<file path="config.mk">
export PLATFORM = sky130hd
export DESIGN_NAME = uart_rx
export DESIGN_NICKNAME = d
export VERILOG_FILES = /design/src/rtl/uart_pkg.sv /design/src/rtl/uart_baud_tick.sv /design/src/rtl/uart_rx.sv
export SDC_FILE = /design/constraint.sdc
export NUM_CORES = 1
export LEC_CHECK = 0
export CAP_MARGIN = 20
export CORE_MARGIN = 8
export CORE_UTILIZATION = 25
export CTS_BUF_LIST = sky130_fd_sc_hd__clkbuf_8 sky130_fd_sc_hd__clkbuf_16
export CTS_CLUSTER_DIAMETER = 60
export DETAILED_ROUTE_END_ITERATION = 16
export GPL_ROUTABILITY_DRIVEN = 0
export PLACE_DENSITY = 0.49
export SKIP_CTS_REPAIR_TIMING = 1
export SLEW_MARGIN = 20
export SYNTH_ARGS = -nofsm -noshare
export SYNTH_HDL_FRONTEND = slang
export SYNTH_SLANG_ARGS = --single-unit
</file>
<file path="constraint.sdc">
create_clock -name user_clock -period 2.15 [get_ports user_clock]
set_input_delay 0.5375 -clock user_clock [delete_from_list [all_inputs] [get_ports user_clock]]
set_output_delay 0.5375 -clock user_clock [all_outputs]
set_load 0.005 [all_outputs]
</file>
<file path="src/rtl/uart_pkg.sv">
// uart_pkg: shared UART types, 8N1 framing constants and baud divider helper
package uart_pkg;
  typedef enum logic [2:0] {IDLE, START, DATA, STOP, BREAK} state_t;
  localparam int UART_DATA_BITS = 8;
  localparam int UART_OVERSAMPLE = 16;
  localparam logic UART_IDLE = 1'b1;
  localparam logic UART_START = 1'b0;
  function automatic int calc_div(input int clk_hz, input int baud, input int os);
    return clk_hz / (baud * os);
  endfunction
endpackage

</file>
<file path="src/rtl/uart_baud_tick.sv">
// uart_baud_tick: free-running oversample tick divider with phase-aligning clear
//   clk   : clock, rising edge
//   rst_n : asynchronous active-low reset
//   clr   : synchronous clear of the divider count
//   tick  : one-cycle pulse every DIV cycles
module uart_baud_tick #(
  parameter int DIV = 27
) (
  input  logic clk,
  input  logic rst_n,
  input  logic clr,
  output logic tick
);
  localparam int W = DIV > 1 ? $clog2(DIV) : 1;
  localparam logic [W-1:0] LAST = W'(DIV - 1);
  logic [W-1:0] cnt;
  assign tick = cnt == LAST;
  always_ff @(posedge clk or negedge rst_n)
    if (!rst_n) cnt <= '0;
    else cnt <= (clr || tick) ? '0 : cnt + W'(1);
endmodule

</file>
<file path="src/rtl/uart_rx.sv">
// uart_rx: 8N1 serial receiver with 16x oversampling and a valid/ready holding register
//   user_clock    : clock, rising edge
//   rst           : asynchronous active-low reset
//   usb_rs232_rxd : asynchronous serial line, idles high
//   rx_data       : last received byte
//   rx_valid      : rx_data holds an unconsumed byte
//   rx_ready      : consumer accepts rx_data when rx_valid && rx_ready
//   frame_err     : one-cycle pulse, stop bit sampled low
//   overrun       : one-cycle pulse, unconsumed byte overwritten
module uart_rx
  import uart_pkg::*;
#(
  parameter int CLK_HZ     = 50000000,
  parameter int BAUD       = 115200,
  parameter int OVERSAMPLE = UART_OVERSAMPLE,
  parameter int DATA_BITS  = UART_DATA_BITS
) (
  input  logic                 user_clock,
  input  logic                 rst,
  input  logic                 usb_rs232_rxd,
  output logic [DATA_BITS-1:0] rx_data,
  output logic                 rx_valid,
  input  logic                 rx_ready,
  output logic                 frame_err,
  output logic                 overrun
);
  localparam int DIV = calc_div(CLK_HZ, BAUD, OVERSAMPLE);
  localparam int TW = $clog2(OVERSAMPLE);
  localparam int BW = $clog2(DATA_BITS + 1);
  localparam logic [TW-1:0] T_MID = TW'(OVERSAMPLE / 2 - 1);
  localparam logic [TW-1:0] T_END = TW'(OVERSAMPLE - 1);
  localparam logic [BW-1:0] B_LAST = BW'(DATA_BITS - 1);
  logic [1:0] sync;
  logic rxd_s, tick, clr, sample;
  state_t state;
  logic [TW-1:0] tcnt;
  logic [BW-1:0] bcnt;
  logic [DATA_BITS-1:0] shift;
  assign rxd_s = sync[1];
  // restart the divider on the start edge so every sample lands mid-bit
  assign clr = state == IDLE && rxd_s == UART_START;
  // first sample is half a bit in, every later one a full bit apart
  assign sample = tick && tcnt == (state == START ? T_MID : T_END);
  uart_baud_tick #(.DIV(DIV)) u_tick (
    .clk  (user_clock),
    .rst_n(rst),
    .clr  (clr),
    .tick (tick)
  );
  always_ff @(posedge user_clock or negedge rst)
    if (!rst) begin
      sync      <= {2{UART_IDLE}};
      state     <= IDLE;
      tcnt      <= '0;
      bcnt      <= '0;
      shift     <= '0;
      rx_data   <= '0;
      rx_valid  <= 1'b0;
      frame_err <= 1'b0;
      overrun   <= 1'b0;
    end else begin
      sync      <= {sync[0], usb_rs232_rxd};
      frame_err <= 1'b0;
      overrun   <= 1'b0;
      if (rx_valid && rx_ready) rx_valid <= 1'b0;
      if (tick) tcnt <= sample ? '0 : tcnt + TW'(1);
      case (state)
        IDLE:
          if (clr) begin
            state <= START;
            tcnt  <= '0;
            bcnt  <= '0;
          end
        START: if (sample) state <= rxd_s == UART_START ? DATA : IDLE;
        DATA:
          if (sample) begin
            shift <= {rxd_s, shift[DATA_BITS-1:1]};
            bcnt  <= bcnt + BW'(1);
            if (bcnt == B_LAST) state <= STOP;
          end
        STOP:
          if (sample) begin
            if (rxd_s == UART_IDLE) begin
              // a same-cycle consume frees the register, so only a stalled byte is lost
              state    <= IDLE;
              rx_data  <= shift;
              rx_valid <= 1'b1;
              overrun  <= rx_valid && !rx_ready;
            end else begin
              frame_err <= 1'b1;
              state     <= BREAK;
            end
          end
        // hold off until the line returns high so a break cannot retrigger
        BREAK: if (rxd_s == UART_IDLE) state <= IDLE;
        default: state <= IDLE;
      endcase
    end
endmodule

</file>
After elaboration in Yosys (flattened, before gate mapping)
Cells that the tools add are included.

Word-level logic and storage cells: 67. RAM bits: 0. Memories kept: 0. Flip-flop bits (word level): 37. Bits of input ports: 4. Latch bits: 0. Memory bits (read-only): 0. Output and inout bits: 11.

Equal/unequal tests: 13. Bitwise logic cells: 1. Magnitude comparators: 0. $mul: 0. Add/subtract/negate cells: 3. Shifts and indexed selects: 0. Muxes and demuxes: 28. Reduce and logical (&&, ||, !) cells: 12. Div/mod/pow operators: 0.

Operators by type and width (count): two-way mux 4 bit (7); two-way mux 3 bit (7); one-hot mux 3 bit (5 select lines) (1); two-way mux 1 bit (10); != test 2 bit, second input constant (5); adder 4 x 1 -> 4 bit, second input constant (2); one-hot mux 4 bit (2 select lines) (1); equality test 3 x 2 -> 1 bit, second input constant (2); AND reduction 3 bit (2); AND reduction 6 bit (1); adder 5 x 1 -> 5 bit, second input constant (1); equality test 5 bit, second input constant (1); two-way mux 5 bit (1); equality test 4 x 3 -> 1 bit, second input constant (1); equality test 4 bit (1); logical AND 1 bit (4); equality test 3 x 1 -> 1 bit, second input constant (1); equality test 3 bit, second input constant (1); logical NOT 3 bit (1); two-way mux 2 bit (1); != test 2 x 1 -> 1 bit, second input constant (1); AND reduction 2 bit (1); nonzero test 2 bit (1); logical NOT 1 bit (1); other kinds (2) (2).

Longest topological paths before layout
Word-level depth: 8. Gate-level depth with buffers: 7. Mapped depth without buffers: 6.

Cells and area by module
A second synthesis with hierarchy kept.

Cells, all modules: 135. Area total of the unflattened synthesis: 1700.4 um2.

Modules (own cells, without submodules): uart_rx (sequential area each 803.3 um2, cells each 113, area an instance 1416.4 um2, times used 1); uart_baud_tick (sequential area each 125.1 um2, cells each 22, area an instance 284.0 um2, times used 1).

Worst setup path before layout
Ideal clock, no wire load.

Path type: reg-to-reg. Start point: register u_tick.cnt[0]. End point: register rx_data[0]. Cell stages (with the launch flop): 8. Clock period less this slack: 1.778 ns. Path slack: 0.372 ns. Library setup time: 0.125 ns. Required time: 2.025 ns. Arrival time: 1.653 ns. Path buffers: 1. Cells stage by stage: dfrtp_1 -> inv_1 -> ha_1 -> nand4b_4 -> nor2_8 -> and4_1 -> buf_6 -> mux2_2.

Cells in the longest elaborated chain, start to end: 3.

Ends and longest elaborated chain: from (decl) (line uart_baud_tick.sv:16) `logic [W-1:0] cnt;`; from (signal assigned) (line uart_baud_tick.sv:20) `else cnt <= (clr || tick) ? '0 : cnt + W'(1);`; equality test 5 bit (line uart_baud_tick.sv:17) `assign tick = cnt == LAST;`; logical AND 1 bit (line uart_rx.sv:43) `assign sample = tick && tcnt == (state == START ? T_MID : T_END);`; AND reduction 3 bit (no line); to (signal assigned) (line uart_rx.sv:86) `rx_data <= shift;`; to (decl) (line uart_rx.sv:21) `output logic [DATA_BITS-1:0] rx_data,`.

Every way passes these cells. A chain may end at the register's enable or synchronous reset.

Worst setup path in the final report
Start point: register u_tick.cnt[0]. End point: register rx_data[7].

Same word-level chain as after synthesis.

==> results.ini <==
[outcome]
outcome = complete, no violations

[sta]
slew_violations = 0
worst_pin_slew_ps = 531
finalCritPeriodShare_pct = 91.3
maxSlewHeadroom_pct = 64.2
fin_tns_setup_ps = 0
hold_violations = 0
period_needed_ps = 1960
rsz0062_at_grt = false
finalSetupViolations = 0
hold_ws_ps = 356
fmax_mhz = 510
fin_worst_skew_ps = 4.79

[die]
pin_count = 15
die_w_um = 98.9
core_um2 = 6720
fp.dieH_um = 98.9
dieArea_um2 = 9790
placementRows = 30
start_util_pct = 25.6

[setup_path]
slowest_delay_ps = 410
setup.worst_path.start_class = flip-flop
reg2reg_depth = 7
end_kind = flip-flop
cp_max_fo = 10
worstReg2RegStart = u_tick.cnt[0]
cp_cell_sequence = inv_1 > ha_1 > nand4b_4 > nor2_8 > and4_1 > buf_12 > mux2_2
cp.arrival_ps = 2130
crit_buf_inv = 2
crit_family = simple AND/OR/NAND/NOR gates
critical_path_required_ps = 2320
crit_start = u_tick.cnt[0]
path_depth = 7
r2r_setup_slack_ps = 190
cpMaxStageDelayCell = dfrtp_1
worstSetupPathType = reg2reg

[yosys]
synth_edf_count = 0
ys_types = 39
syn-num-nets = 148
async_reset_ff_share_pct = 100
yosys_most_used_dff = dfrtp_1
synth-seq-cells = 37
postSynthAreaPerCell_um2 = 12.3
syn_inst = 140
ys_warn_count = 0
synth_area_um2 = 1720
synth_seq_area_share_pct = 54.0

[cts]
clockRootBuffer = clkbuf_8
h-tree-depth = 2
cts_buffers = 5
clockBufferDepth = 2
cts_sinks = 37
cts_tree = yes
clk_pin_slew_ps = 70
insertion_delay_ps = 280

[power_and_ir_drop]
intPower_mw = 1.08
combPwrFrac_pct = 1.6
clkPwrFrac_pct = 46.0
p_sw_share_pct = 19.4
p_per_area_nw_per_um2 = 646
peakVddDrop_mv = 0.287
p_switching_uw = 259
power.leakage_nw = 0.983
seq_power_share_pct = 52.4

[worst_hold_path]
holdPathStages = 0
hp-class = reg2reg
hold_path_startpoint = sync[0]

[grt]
grt_use_total_pct = 7.04
grt_pass1_vias = 1136
grt_pass1_wl_um = 5510
grt-ovfl-total = 0
grt_max_degree = 38
antenna_found_initial = 0

[flow_run]
cap_violations = 0

[final_layout]
fill_cells = 662
syn2layout_area_growth_pct = 20.6
antenna_cells = 0
fin_nets = 167
drive_gt1_share_pct = 22.5

[placed_design]
portBuffers = 14
dp_hpwl_um = 2150

[route]
totalWireLength_um = 3060
vias_per_cell = 4.58
drtIter0Drc = 20
dr.pass1.iters = 3
vias = 1100
post-route-drc-count = 0
ant_nets = 0
wl_per_cell_um = 12.8

[through the flow]
stage | util (%) | setup slack (ps) | cells | instance area, um2 | total power, mW
after CTS | 30.9 | 181 | 240 | 2070 | 1.36
after global routing | 30.9 | 87.2 | 240 | 2070 | 1.41
after global placement | 29.1 | 265 | 232 | 1960 | 0.737
final | 30.9 | 187 | 240 | 2070 | 1.34
after detailed placement | 29.1 | 207 | 232 | 1960 | 0.738
after floorplan | - | 372 | 140 | 1720 | 0.716
[synthesized netlist by cell type (3+ instances only)]
cell type | n | area share (%)
a21oi_1 | 4 | 1.2
nand3_1 | 3 | 0.87
dfrtp_1 | 35 | 51
inv_1 | 3 | 0.65
ha_1 | 4 | 2.9
nor2_1 | 12 | 2.6
o21ai_0 | 3 | 0.87
and3_1 | 3 | 1.1
nand2_1 | 15 | 3.3
mux2_2 | 16 | 10
xor2_1 | 4 | 2.0
[state kept, by name (all words and copies together), names as in the netlist]
register    cells
tcnt            4
frame_err       1
state           3
sync            2
rx_valid        1
bcnt            4
rx_data         8
overrun         1
u_tick.cnt      5
shift           8
[routing by layer]
metal	wire length [um]	track usage, %
met5	0	0
met4	55	3.19
met3	114	2.61
met2	1480	11.3
met1	1420	8.17
[final cells by class]
type	instances	area, um2	share of cell area [%]
Sequential cell	37	928	44.8
Tap cell	80	100	4.83
Clock buffer	6	82.6	3.98
Inverter	3	11.3	0.543
Clock inverter	2	33.8	1.63
Timing Repair Buffer	18	183	8.81
Multi-Input combinational cell	94	734	35.4
[power by group through the flow]
stage / combinational (mW) / sequential (mW) / clock (mW)
floorplan: 0.00344 / 0.713 / 0
global placement: 0.0221 / 0.715 / 0
detailed placement: 0.0234 / 0.715 / 0
CTS: 0.0232 / 0.701 / 0.637
global route: 0.0260 / 0.702 / 0.677
finish: 0.0215 / 0.701 / 0.616
[cells by family after synthesis]
family	after synthesis	share of synthesized area [%]
mux	17	11.4
flops	37	54.0
fa+ha+maj	4	2.91
xor+xnor	6	4.15
compound gates	15	5.97
simple gates	52	18.3
buf+inv	9	3.27
[cells in the final DEF (no fill, tap or decap), drive strengths merged, types with 2 or more instances in the layout]
| master | instances |
|---|---|
| a21oi | 4 |
| and2 | 2 |
| and3 | 4 |
| buf | 4 |
| clkbuf | 6 |
| clkdlybuf4s50 | 14 |
| dfrtp | 35 |
| dfstp | 2 |
| ha | 4 |
| inv | 4 |
| mux2 | 17 |
| nand2 | 15 |
| nand2b | 2 |
| nand3 | 3 |
| nand4 | 3 |
| nor2 | 13 |
| nor3 | 2 |
| nor4 | 2 |
| o21ai | 3 |
| o221ai | 2 |
| xor2 | 5 |
[final timing paths]
path | end
worst max-delay path | rx_data[7]
worst min-delay path | sync[1]
worst max register to register | rx_data[7]
worst min register to register | sync[1]
max in group asynchronous | sync[1]
min in group asynchronous | overrun
No activity file was read; power rests on OpenSTA's default activity.
